**src/rtl/bp_me_io_load_arbiter.sv**
```systemverilog
// Arbitrates N requesters onto one host I/O load link and routes responses back in issue order.
// Define BP_IO_LOAD_ARB_FIXED_PRIO_EN to select fixed priority (lowest index wins) instead of round-robin.

package bp_me_io_load_arbiter_pkg;

    typedef enum logic [1:0] {
        e_bp_default_cfg    = 2'd0,
        e_bp_unicore_cfg    = 2'd1,
        e_bp_multicore_cfg  = 2'd2
    } bp_params_e;

    // Width of bp_cce_io_msg_s: 64-bit header (type/addr/size/payload) plus 64-bit data.
    function automatic int unsigned io_msg_width(input bp_params_e cfg);
        case (cfg)
            e_bp_unicore_cfg:   return 128;
            e_bp_multicore_cfg: return 128;
            default:            return 128;
        endcase
    endfunction

endpackage

module bp_me_io_load_arbiter
    import bp_me_io_load_arbiter_pkg::*;
#(
    parameter bp_params_e  bp_params_p          = e_bp_default_cfg,
    parameter int unsigned num_req_p            = 2,
    parameter int unsigned max_outstanding_p    = 4,
    parameter bit          unmatched_resp_err_p = 1'b1,
    localparam int unsigned io_msg_width_lp     = io_msg_width(bp_params_p)
) (
    input  logic                                 clk_i,
    input  logic                                 reset_i,

    input  logic [num_req_p*io_msg_width_lp-1:0] req_cmd_i,
    input  logic [num_req_p-1:0]                 req_cmd_v_i,
    output logic [num_req_p-1:0]                 req_cmd_ready_o,

    output logic [io_msg_width_lp-1:0]           req_resp_o,
    output logic [num_req_p-1:0]                 req_resp_v_o,
    input  logic [num_req_p-1:0]                 req_resp_ready_i,

    output logic [io_msg_width_lp-1:0]           io_cmd_o,
    output logic                                 io_cmd_v_o,
    input  logic                                 io_cmd_ready_i,

    input  logic [io_msg_width_lp-1:0]           io_resp_i,
    input  logic                                 io_resp_v_i,
    output logic                                 io_resp_yumi_o,

    output logic                                 idle_o
);

    localparam int unsigned lg_req_lp   = (num_req_p > 1) ? $clog2(num_req_p) : 1;
    localparam int unsigned lg_depth_lp = (max_outstanding_p > 1) ? $clog2(max_outstanding_p) : 1;
    localparam int unsigned cnt_w_lp    = $clog2(max_outstanding_p + 1);

    logic [io_msg_width_lp-1:0] cmd_arr [num_req_p];

    logic [lg_req_lp-1:0]   tag_mem_q [max_outstanding_p];
    logic [lg_req_lp-1:0]   tag_mem_d [max_outstanding_p];
    logic [lg_depth_lp-1:0] wr_ptr_q, wr_ptr_d;
    logic [lg_depth_lp-1:0] rd_ptr_q, rd_ptr_d;
    logic [cnt_w_lp-1:0]    count_q, count_d;

    logic                   fifo_full, fifo_empty;
    logic [num_req_p-1:0]   eligible;
    logic [lg_req_lp-1:0]   grant;
    logic [lg_req_lp-1:0]   cand;
    logic                   found;
    logic                   accept;
    logic [lg_req_lp-1:0]   head;
    logic                   resp_v;
    logic                   pop;

    for (genvar g = 0; g < num_req_p; g++) begin : g_unpack
        assign cmd_arr[g] = req_cmd_i[g*io_msg_width_lp +: io_msg_width_lp];
    end

    assign fifo_full  = (count_q == cnt_w_lp'(max_outstanding_p));
    assign fifo_empty = (count_q == '0);

    // Full blocks on the registered count only, so a same-cycle pop never frees a slot.
    assign eligible = req_cmd_v_i & {num_req_p{~fifo_full & ~reset_i}};

`ifdef BP_IO_LOAD_ARB_FIXED_PRIO_EN

    always_comb begin
        grant = '0;
        found = 1'b0;
        cand  = '0;
        for (int unsigned i = 0; i < num_req_p; i++) begin
            cand = lg_req_lp'(i);
            if (!found && eligible[cand]) begin
                grant = cand;
                found = 1'b1;
            end
        end
    end

`else

    logic [lg_req_lp-1:0] rr_ptr_q, rr_ptr_d;

    // Search starts at the pointer and wraps, so the last winner has lowest priority next.
    always_comb begin
        grant = '0;
        found = 1'b0;
        cand  = '0;
        for (int unsigned i = 0; i < num_req_p; i++) begin
            cand = lg_req_lp'((32'(rr_ptr_q) + i) % num_req_p);
            if (!found && eligible[cand]) begin
                grant = cand;
                found = 1'b1;
            end
        end
    end

    always_comb begin
        rr_ptr_d = rr_ptr_q;
        if (accept) begin
            rr_ptr_d = (grant == lg_req_lp'(num_req_p - 1)) ? '0 : grant + 1'b1;
        end
    end

    always_ff @(posedge clk_i) begin
        if (reset_i) begin
            rr_ptr_q <= '0;
        end else begin
            rr_ptr_q <= rr_ptr_d;
        end
    end

`endif

    assign io_cmd_v_o      = |eligible;
    assign io_cmd_o        = cmd_arr[grant];
    assign accept          = io_cmd_v_o & io_cmd_ready_i;
    assign req_cmd_ready_o = num_req_p'(io_cmd_v_o & io_cmd_ready_i) << grant;

    assign head           = tag_mem_q[rd_ptr_q];
    assign resp_v         = io_resp_v_i & ~fifo_empty & ~reset_i;
    assign req_resp_o     = io_resp_i;
    assign req_resp_v_o   = num_req_p'(resp_v) << head;
    assign io_resp_yumi_o = resp_v & req_resp_ready_i[head];
    assign pop            = io_resp_yumi_o;

    assign idle_o = fifo_empty | reset_i;

    function automatic logic [lg_depth_lp-1:0] ptr_inc(input logic [lg_depth_lp-1:0] p);
        return (p == lg_depth_lp'(max_outstanding_p - 1)) ? '0 : p + 1'b1;
    endfunction

    always_comb begin
        tag_mem_d = tag_mem_q;
        wr_ptr_d  = wr_ptr_q;
        rd_ptr_d  = rd_ptr_q;
        count_d   = count_q + cnt_w_lp'(accept) - cnt_w_lp'(pop);
        if (accept) begin
            tag_mem_d[wr_ptr_q] = grant;
            wr_ptr_d            = ptr_inc(wr_ptr_q);
        end
        if (pop) begin
            rd_ptr_d = ptr_inc(rd_ptr_q);
        end
    end

    always_ff @(posedge clk_i) begin
        if (reset_i) begin
            wr_ptr_q <= '0;
            rd_ptr_q <= '0;
            count_q  <= '0;
        end else begin
            wr_ptr_q <= wr_ptr_d;
            rd_ptr_q <= rd_ptr_d;
            count_q  <= count_d;
        end
    end

    always_ff @(posedge clk_i) begin
        tag_mem_q <= tag_mem_d;
    end

`ifndef SYNTHESIS
    always_ff @(posedge clk_i) begin
        if (!reset_i) begin
            if (unmatched_resp_err_p) begin
                assert (!(io_resp_v_i && fifo_empty))
                    else $error("bp_me_io_load_arbiter: response with no outstanding command");
            end
            assert (count_q <= cnt_w_lp'(max_outstanding_p))
                else $error("bp_me_io_load_arbiter: outstanding count overflow");
        end
    end
`endif

endmodule
```
**config.mk**
```make
export PLATFORM = sky130hd
export DESIGN_NAME = bp_me_io_load_arbiter
export DESIGN_NICKNAME = d
export VERILOG_FILES = /design/src/rtl/bp_me_io_load_arbiter.sv
export SDC_FILE = /design/constraint.sdc
export NUM_CORES = 1
export LEC_CHECK = 0
export BUFFER_PORTS_ARGS = -buffer_cell sky130_fd_sc_hd__buf_2
export CAP_MARGIN = 20
export CORE_AREA = 10 10 246 248
export CTS_CLUSTER_DIAMETER = 60
export DETAILED_ROUTE_END_ITERATION = 8
export DIE_AREA = 0 0 256 258
export PLACE_DENSITY = 0.38
export SYNTH_ARGS = -nofsm -noshare
export SYNTH_HDL_FRONTEND = slang
export SYNTH_SLANG_ARGS = --single-unit
```
**constraint.sdc**
```tcl
create_clock -name clk_i -period 3 [get_ports clk_i]
set_clock_uncertainty 0.05 [all_clocks]
set_input_delay 0.45 -clock clk_i [delete_from_list [all_inputs] [get_ports clk_i]]
set_output_delay 0.45 -clock clk_i [all_outputs]
set_load 0.005 [all_outputs]
```
* After elaboration in Yosys (flattened, before gate mapping)
Index checks and enable logic that the tools add are counted.
** Storage, ports and cells
- Bits in registers :: 12
- Latch bits :: 0
- Bits in writable memories :: 0
- ROM bits :: 0
- Memories :: 0
** Cells by class
- Add/subtract/negate cells :: 6
- Multipliers :: 0
- Div/mod/pow operators :: 0
- $lt $le $gt $ge :: 7
- Equality and inequality tests :: 3
- Shifts and indexed selects :: 2
- Mux-type cells :: 21
- Bitwise gates (word level) :: 14
- Reduce and logical (&&, ||, !) cells :: 5
** Operator list (count)
- $mux 128 :: 3
- $mux 1 :: 13
- $and 1x1->1 :: 6
- $ge 3x3->1 const B :: 2
- $lt 1x2->1 const B :: 3
- $not 2->3 :: 2
- $add 2x1->2 const B :: 2
- $bwmux 4 :: 1
- $eq 2x2->1 const B :: 2
- $mux 2 :: 2
- $shl 1x1->2 :: 2
- $add 3x1->3 :: 1
- $eq 3x3->1 const B :: 1
- $logic_not 3->1 :: 1
- $lt 3x1->1 const B :: 1
- $not 1->1 :: 3
- $sub 3x1->3 :: 1
- $add 1x1->1 const B :: 2
- $and 2x2->2 :: 1
- $bmux 1 s2 :: 1
- $demux 1 s2 :: 1
- $ge 2x2->1 const B :: 1
- $logic_and 1x1->1 :: 2
- $not 1->2 :: 1
- 3 further kinds :: 3

* Depth between registers and ports, before layout
Gate-level depths: netlist of run 1.
- Word-level depth :: 14
- Depth in mapped cells :: 10
- Gate-level depth less buffers :: 10

* Least setup slack after synthesis of run 1
Ideal clock, no wire load.
- Kind :: reg2reg
- Start point :: reg rd_ptr_q[0]
- End point :: reg count_q[2]
- Library setup time :: 0.115 ns
- Data arrival time :: 2.585 ns
- Path slack :: 0.250 ns
- Cell stages (with the launch flop) :: 11
- Buffers on the path :: 0
- Cells stage by stage :: dfxtp_1 mux4_2 or4b_4 nand2_1 ha_1 inv_1 ha_1 fa_1 xnor2_1 xnor2_1 nor2_1
** Between the ends
- Longest elaborated chain between the ends :: 8
** Ends and longest elaborated chain
- start, declared :: line 63 : logic [lg_depth_lp-1:0] rd_ptr_q, rd_ptr_d;
- start signal, assigned :: line 175 : rd_ptr_q <= rd_ptr_d;
- $not 2->3 (not written as such) :: line 141 : assign head = tag_mem_q[rd_ptr_q];
- $bmux 1 s2 :: line 141
- $mux 1 (not written as such) (2 in a row) :: line 141
- $mux 1 (not written as such) (2 in a row) :: line 145 : assign io_resp_yumi_o = resp_v & req_resp_ready_i[head];
- $and 1x1->1 :: line 145
- via io_resp_yumi_o :: line 49 : output logic io_resp_yumi_o,
- $sub 3x1->3 :: line 158 : count_d = count_q + cnt_w_lp'(accept) - cnt_w_lp'(pop);
- end signal, assigned :: line 176 : count_q <= count_d;
- end, declared :: line 64 : logic [cnt_w_lp-1:0] count_q, count_d;
The timed path passes the listed nets, and every way through them passes these cells. The select of a mux whose other input is x is not followed.
A chain may end at the register's enable or synchronous reset.

* Worst setup path after layout of run 1
- Start point :: reg rd_ptr_q[0]
- End point :: reg count_q[2]
** Between the ends
- Longest elaborated chain between the ends :: 8
** Ends and longest elaborated chain (line)
- $not 2->3 (not written as such) :: 141
- $bmux 1 s2 :: 141
- $mux 1 (not written as such) (2 in a row) :: 141
- $mux 1 (not written as such) (2 in a row) :: 145
- $and 1x1->1 :: 145
- $sub 3x1->3 :: 158
No other way between the ends. The select of a mux whose other input is x is not followed.

==> results.cfg, run 1 <==
[logic_synthesis]
synth_area_leaders = mux2_2 (41%), buf_4 (32%), dfxtp_1 (4.9%)
syn_area_um2 = 3262
synth_edf_count = 4
synth_warnings = 0
syn-mean-instance-area_um2 = 9.455
async_reset_ff_share_pct = 0
yosysMostFrequentCell = buf_4
syn_inst = 345
synth_ff_type = dfxtp_1
yosysTopAreaCellShare_pct = 40.74
synth_commonest_cells = buf_4 (138), mux2_2 (118), mux2_1 (10), nor2_1 (9), dfxtp_1 (8)
syn_nets = 745
ys_ff_latch = 12
ys_seq_area_share_pct = 8.592
synth_cell_types = 35
yosysTopAreaCell = mux2_2

[timing]
fin_ws_ps = 152.7
slew_headroom_pct = 69.68
setup-tns-final_ps = 0
fmaxAchievable_ghz = 0.3512
rsz0062_at_grt = false
min_period_ps = 2847
slew_viol_final = 0
holdWs_ps = 459.2
setup_viol = 0
finalHoldViolations = 0
worst_slew_pin_slew_ps = 454.8
fin_crit_sh_pct = 94.91

[drt]
routed_wl_mm = 17.23
vias = 3606
drc = 0
avgViaCountPerCell = 2.624
first_pass_iters = 4
postRouteAntennaNets = 0
drt-initial-drc-count = 132
avgRoutedWirePerCell_um = 12.54

[floorplanning]
placementRows = 87
fp.dieH_um = 258
fp.dieW_um = 256
die-area_um2 = 66050
ios = 655
start_util_pct = 5.853
core_um2 = 55730

[flow_run]
drv_cap = 0

[pwr]
ir_drop_mv = 0.1786
powerDensity_nw_per_um2 = 245.5
total_power_mw = 1.312
power_leakage_nw = 2.457

[placed_design]
portBuffers = 398
dp_cells = 1367
hpwl_mm = 15.83
routabilityCongestion = 0.8194
postPlaceCellArea_um2 = 5246
pre_cts_slack_ps = 105.3

[global_route]
grt-ovfl-total = 0
grt_pass1_wl_mm = 24.35
first_global_vias = 4005
grt_use_total_pct = 4.624
antenna_found_initial = 4
grt_max_degree = 45

[clocking]
cts_sinks = 12
htreeDepth = 1
clkTransAtPathRegs_ps = 40
clk_path_buf_depth = 2
cts_tree = built
cts-root-buf = clkbuf_16
cts_buffers = 3
clock_latency_ps = 240

[critical_path]
critPathLaunch = rd_ptr_q[0]
worstRegToRegCells = 10
crit_path_cell_trace = mux4_2 > or4b_4 > nand2_1 > ha_1 > inv_1 > ha_1 > fa_1 > xnor2_1 > xnor2_1 > nor2_1
end_kind = register
crit_path_start_kind = register
setup.worst_path.end = count_q[2]
crit_cells = 10
critPathMaxStageDelay_ps = 550
worstPathRequired_ps = 3070
cp_max_fo = 4
cp.arrival_ps = 2920
cp_slowest_cell = mux4_2
crit_family = adder cells
path_buf_inv = 1
reg2reg_from = rd_ptr_q[0]
worstReg2RegEnd = count_q[2]
path_class = register to register
ff2ff_setup_slack_ps = 150

[cells_and_area]
finalInstanceArea_um2 = 5343
fillers = 6487
final_layout_size_suffix_gt1_share_pct = 87.52
finalNetCount = 1018
postLayoutCoreUtil_pct = 9.586
area_growth_pct = 63.79
fin_cells = 1374

[min_path]
holdCritPathClass = register to register

[run_status]
status = complete, no violations
==> worst min path at each step <==
stage,from,slack (ps),cells past startpoint,to
5_1_grt,rd_ptr_q[1],500,2,rd_ptr_q[1]
3_3_place_gp,rd_ptr_q[1],460,2,rd_ptr_q[1]
6_report,rd_ptr_q[1],460,2,rd_ptr_q[1]
2_1_floorplan,rd_ptr_q[1],420,2,rd_ptr_q[1]
3_5_place_dp,rd_ptr_q[1],460,2,rd_ptr_q[1]
4_1_cts,rd_ptr_q[1],470,2,rd_ptr_q[1]
==> placed cells by master, fill, tap and decap left out, types with 3 or more instances in the layout <==
| cell | n |
|---|---|
| buf_2 | 398 |
| clkbuf_16 | 3 |
| o21ai_0 | 3 |
| dfxtp_1 | 8 |
| buf_4 | 11 |
| nor3_1 | 3 |
| nor2_1 | 9 |
| mux2_2 | 118 |
| and2_1 | 5 |
| mux2_1 | 10 |
| inv_1 | 7 |
| edfxtp_1 | 4 |
| ha_1 | 7 |
==> kinds of logic (layout without fill, tap and decap cells) <==
kind of cell | after synthesis | in the layout | synth area share [%]
AOI/OAI and AO/OA | 7 | 7 | 1.304
xor gates and xnor gates | 2 | 2 | 0.5371
adders and majority gates | 8 | 8 | 3.299
buffers and inverters | 150 | 422 | 33.53
DFF | 12 | 12 | 8.592
muxes | 131 | 131 | 45.49
other | 0 | 1 | 0
and+or+nand+nor | 35 | 35 | 7.250
==> layer usage <==
layer,global-route usage [%],part of all wire [%],vias to the layer above
met1,4.565,36,1529
li1,-,-,1608
met5,0.8759,0.65,-
met4,0.9754,1.6,10
met3,4.106,19,25
met2,7.115,43,434
==> power breakdown <==
part           internal [mW]  switching, mW  total [mW]
sequential             0.189         0.0236       0.213
clock                  0.175         0.0652       0.240
combinational          0.501          0.357       0.859
==> tightest hold or removal path, stage by stage (launching register included) <==
cell and delay [ps]:
dfxtp_1 320, nand3_1 70, a21oi_1 60
==> area by class of cell <==
cell class	count	area, um2	share of cell area [%]
flip-flops and latches	12	280.3	5.246
clock buffers	3	75.07	1.405
diodes	1	2.502	0.04684
clock inverters	1	3.754	0.07026
inverters	7	26.28	0.4918
repair buffers	411	2115	39.58
multi-input cells	183	1894	35.46
well taps	756	945.9	17.70
==> flip-flops by register name, indices dropped and copies added (netlist names) <==
signal and cells:
tag_mem_q 4, count_q 3, rd_ptr_q 2, wr_ptr_q 2, rr_ptr_q 1
==> timing repair <==
| item | CTS | global route |
|---|---|---|
| hold buffers | 0 | 0 |
| setup endpoints to repair | 0 | 1 |
| buffers inserted | 0 | 2 |
| gates resized for setup | 0 | 0 |
Note: power is estimated with default switching activity, not from simulation.
==> run 2, diff against run 1 <==
--- a/config.mk
+++ b/config.mk
@@ -5,12 +5,13 @@
 export SDC_FILE = /design/constraint.sdc
 export NUM_CORES = 1
 export LEC_CHECK = 0
+export ABC_AREA = 1
 export BUFFER_PORTS_ARGS = -buffer_cell sky130_fd_sc_hd__buf_2
 export CAP_MARGIN = 20
-export CORE_AREA = 10 10 246 248
+export CORE_AREA = 10 10 247 249
 export CTS_CLUSTER_DIAMETER = 60
 export DETAILED_ROUTE_END_ITERATION = 8
-export DIE_AREA = 0 0 256 258
+export DIE_AREA = 0 0 257 259
 export PLACE_DENSITY = 0.38
 export SYNTH_ARGS = -nofsm -noshare
 export SYNTH_HDL_FRONTEND = slang
==> run 2 against run 1 <==
Effect of this change: fmax increased by 14%; sequential power decreased by 8%; critical path type is now register to output port; highest routed layer unchanged; die area increased by 0.78%; setup slack improved by 350 ps; final cell count increased by 19%; via count increased by 28%; power decreased by 6.9%; synthesized cell count increased by 83%; area after synthesis increased by 0.96%.
==> results.cfg, run 2 <==
[critical_path]
cp_slowest_cell = buf_12
crit_top_cell = nand2_1
crit_path_start_kind = register
cp.arrival_ps = 2000
critPathMaxStageDelay_ps = 410
path_class = register to output port
worstPathRequired_ps = 2500
end_kind = output port
cp_max_fo = 130
crit_path_cell_trace = nor2_1 > nand2_1 > nand3_4 > buf_12 > nand2_1 > nand2_1 > buf_2

[pwr]
powerDensity_nw_per_um2 = 232.3
ir_drop_mv = 0.2483
power_leakage_nw = 3.088

[global_route]
grt_pass1_wl_mm = 36.21
grt_use_total_pct = 7.431
grt_max_degree = 131
grt-ovfl-total = 0
first_global_vias = 5121
antenna_found_initial = 15

[drt]
first_pass_iters = 4
drt-initial-drc-count = 238
vias = 4614
avgViaCountPerCell = 2.817
avgRoutedWirePerCell_um = 16.40
drc = 0
postRouteAntennaNets = 0
routed_wl_mm = 26.86

[logic_synthesis]
synth_ff_type = dfxtp_1
syn-mean-instance-area_um2 = 5.211
synth_edf_count = 4
yosysTopAreaCellShare_pct = 45.36
ys_seq_area_share_pct = 8.511
yosysMostFrequentCell = nand2_1
syn_inst = 632
synth_area_leaders = nand2_1 (45%), buf_4 (31%), dfxtp_1 (4.9%)
yosysTopAreaCell = nand2_1
synth_warnings = 0
ys_ff_latch = 12
syn_area_um2 = 3293
synth_commonest_cells = nand2_1 (398), buf_4 (138), inv_1 (18), buf_2 (15), nor2_1 (14)
syn_nets = 1032
async_reset_ff_share_pct = 0
synth_cell_types = 22

[cells_and_area]
most-common-layout-cells = nand2_1 (398), buf_2 (398), inv_1 (18), nor2_1 (14)
regMostFlops = tag_mem_q
finalInstanceArea_um2 = 5258
reg_top3 = tag_mem_q (4), count_q (3)
multiInputGateArea_um2 = 1815
n_antenna_cell = 0
finalNetCount = 1283
largest_reg_flops = 4
fillers = 6707
regArea_um2 = 280.3
final_layout_size_suffix_gt1_share_pct = 46.83
area_growth_pct = 59.65

[timing]
fmaxAchievable_ghz = 0.4004
rsz0062_at_grt = false
holdWs_ps = 401.2
setup_viol = 0
slew_viol_final = 0
fin_crit_sh_pct = 83.25
finalHoldViolations = 0
setup-tns-final_ps = 0
slew_headroom_pct = 55.85
min_period_ps = 2497
worst_slew_pin_slew_ps = 662.3

[floorplanning]
start_util_pct = 5.886
fp.dieW_um = 257
core_um2 = 55950
die-area_um2 = 66560
ios = 655
fp.dieH_um = 259
placementRows = 87

[clocking]
clk_path_buf_depth = 2
htreeDepth = 1
post_cts_buffers = 0
clock_latency_ps = 240
clkTransAtPathRegs_ps = 40
ctsHoldBuffers = 0
cts_buffers = 3
cts_resized = 0
cts_tree = built
cts-root-buf = clkbuf_16
cts_sinks = 12

[flow_run]
drv_cap = 0

[placed_design]
portBuffers = 398
hpwl_mm = 24.47
routabilityCongestion = 0.9064
postPlaceCellArea_um2 = 5179

[min_path]
holdCritPathClass = register to register

[run_status]
status = complete, no violations
## run 2: cell count changes after synthesis, sizes merged, moves of 6 or more
cell,delta
inv,+13
a21oi,+6
nand2,+396
buf,+11
mux2,-128
## run 2: kinds of logic after synthesis
group | share of synthesized area [%]
buffers and inverters | 36.59
AOI/OAI and AO/OA | 2.621
and+or+nand+nor | 48.75
DFF | 8.511
xor gates and xnor gates | 0.2660
adders and majority gates | 3.267
## run 2: per-stage QoR
stage	setup WS (ps)	power, mW	util, %	instances
3_5_place_dp	284.9	1.001	9.256	1634
2_1_floorplan	637.0	0.6828	-	632
3_3_place_gp	326.2	1.002	9.256	1634
4_1_cts	513.0	1.253	9.397	1638
5_1_grt	347.5	1.357	9.397	1638
6_report	502.6	1.221	9.397	1638
## run 2: final timing paths
| kind | from | endpoint | slack, ps | depth (start not counted) |
|---|---|---|---|---|
| worst max-delay path | count_q[1] | io_cmd_o[91] | 500 | 7 |
| worst min-delay path | rr_ptr_q | rr_ptr_q | 400 | 2 |
| worst max register to register | count_q[1] | count_q[2] | 540 | 11 |
| worst min register to register | rr_ptr_q | rr_ptr_q | 400 | 2 |
## run 2: power by group
part / total [mW] / internal (mW) / switching, mW
clock network: 0.243 / 0.175 / 0.0677
logic: 0.782 / 0.364 / 0.418
registers: 0.196 / 0.184 / 0.0124
## run 2: final cells by class
| type | count | share of cell area, % |
|---|---|---|
| clock buffers | 3 | 1.428 |
| clock inverters | 1 | 0.07139 |
| inverters | 20 | 1.475 |
| multi-input cells | 444 | 34.53 |
| flip-flops and latches | 12 | 5.331 |
| well taps | 756 | 17.99 |
| repair buffers | 402 | 39.17 |
## run 2: layer usage
metal / vias to the layer above / GRT usage, % / share of wire (%) / wire, um
met1: 1896 / 5.858 / 29 / 7800
li1: 2253 / - / - / -
met4: 4 / 0.8053 / 1.5 / 391
met2: 413 / 15.13 / 54 / 14640
met3: 48 / 4.742 / 15 / 3960
met5: - / 0.7299 / 0.28 / 75
## run 2: worst max-delay path, delay by kind of cell, from the launching register on
family                 cells  cell delay [ps]
DFF                        1              330
buffers and inverters      2              540
and+or+nand+nor            5              710
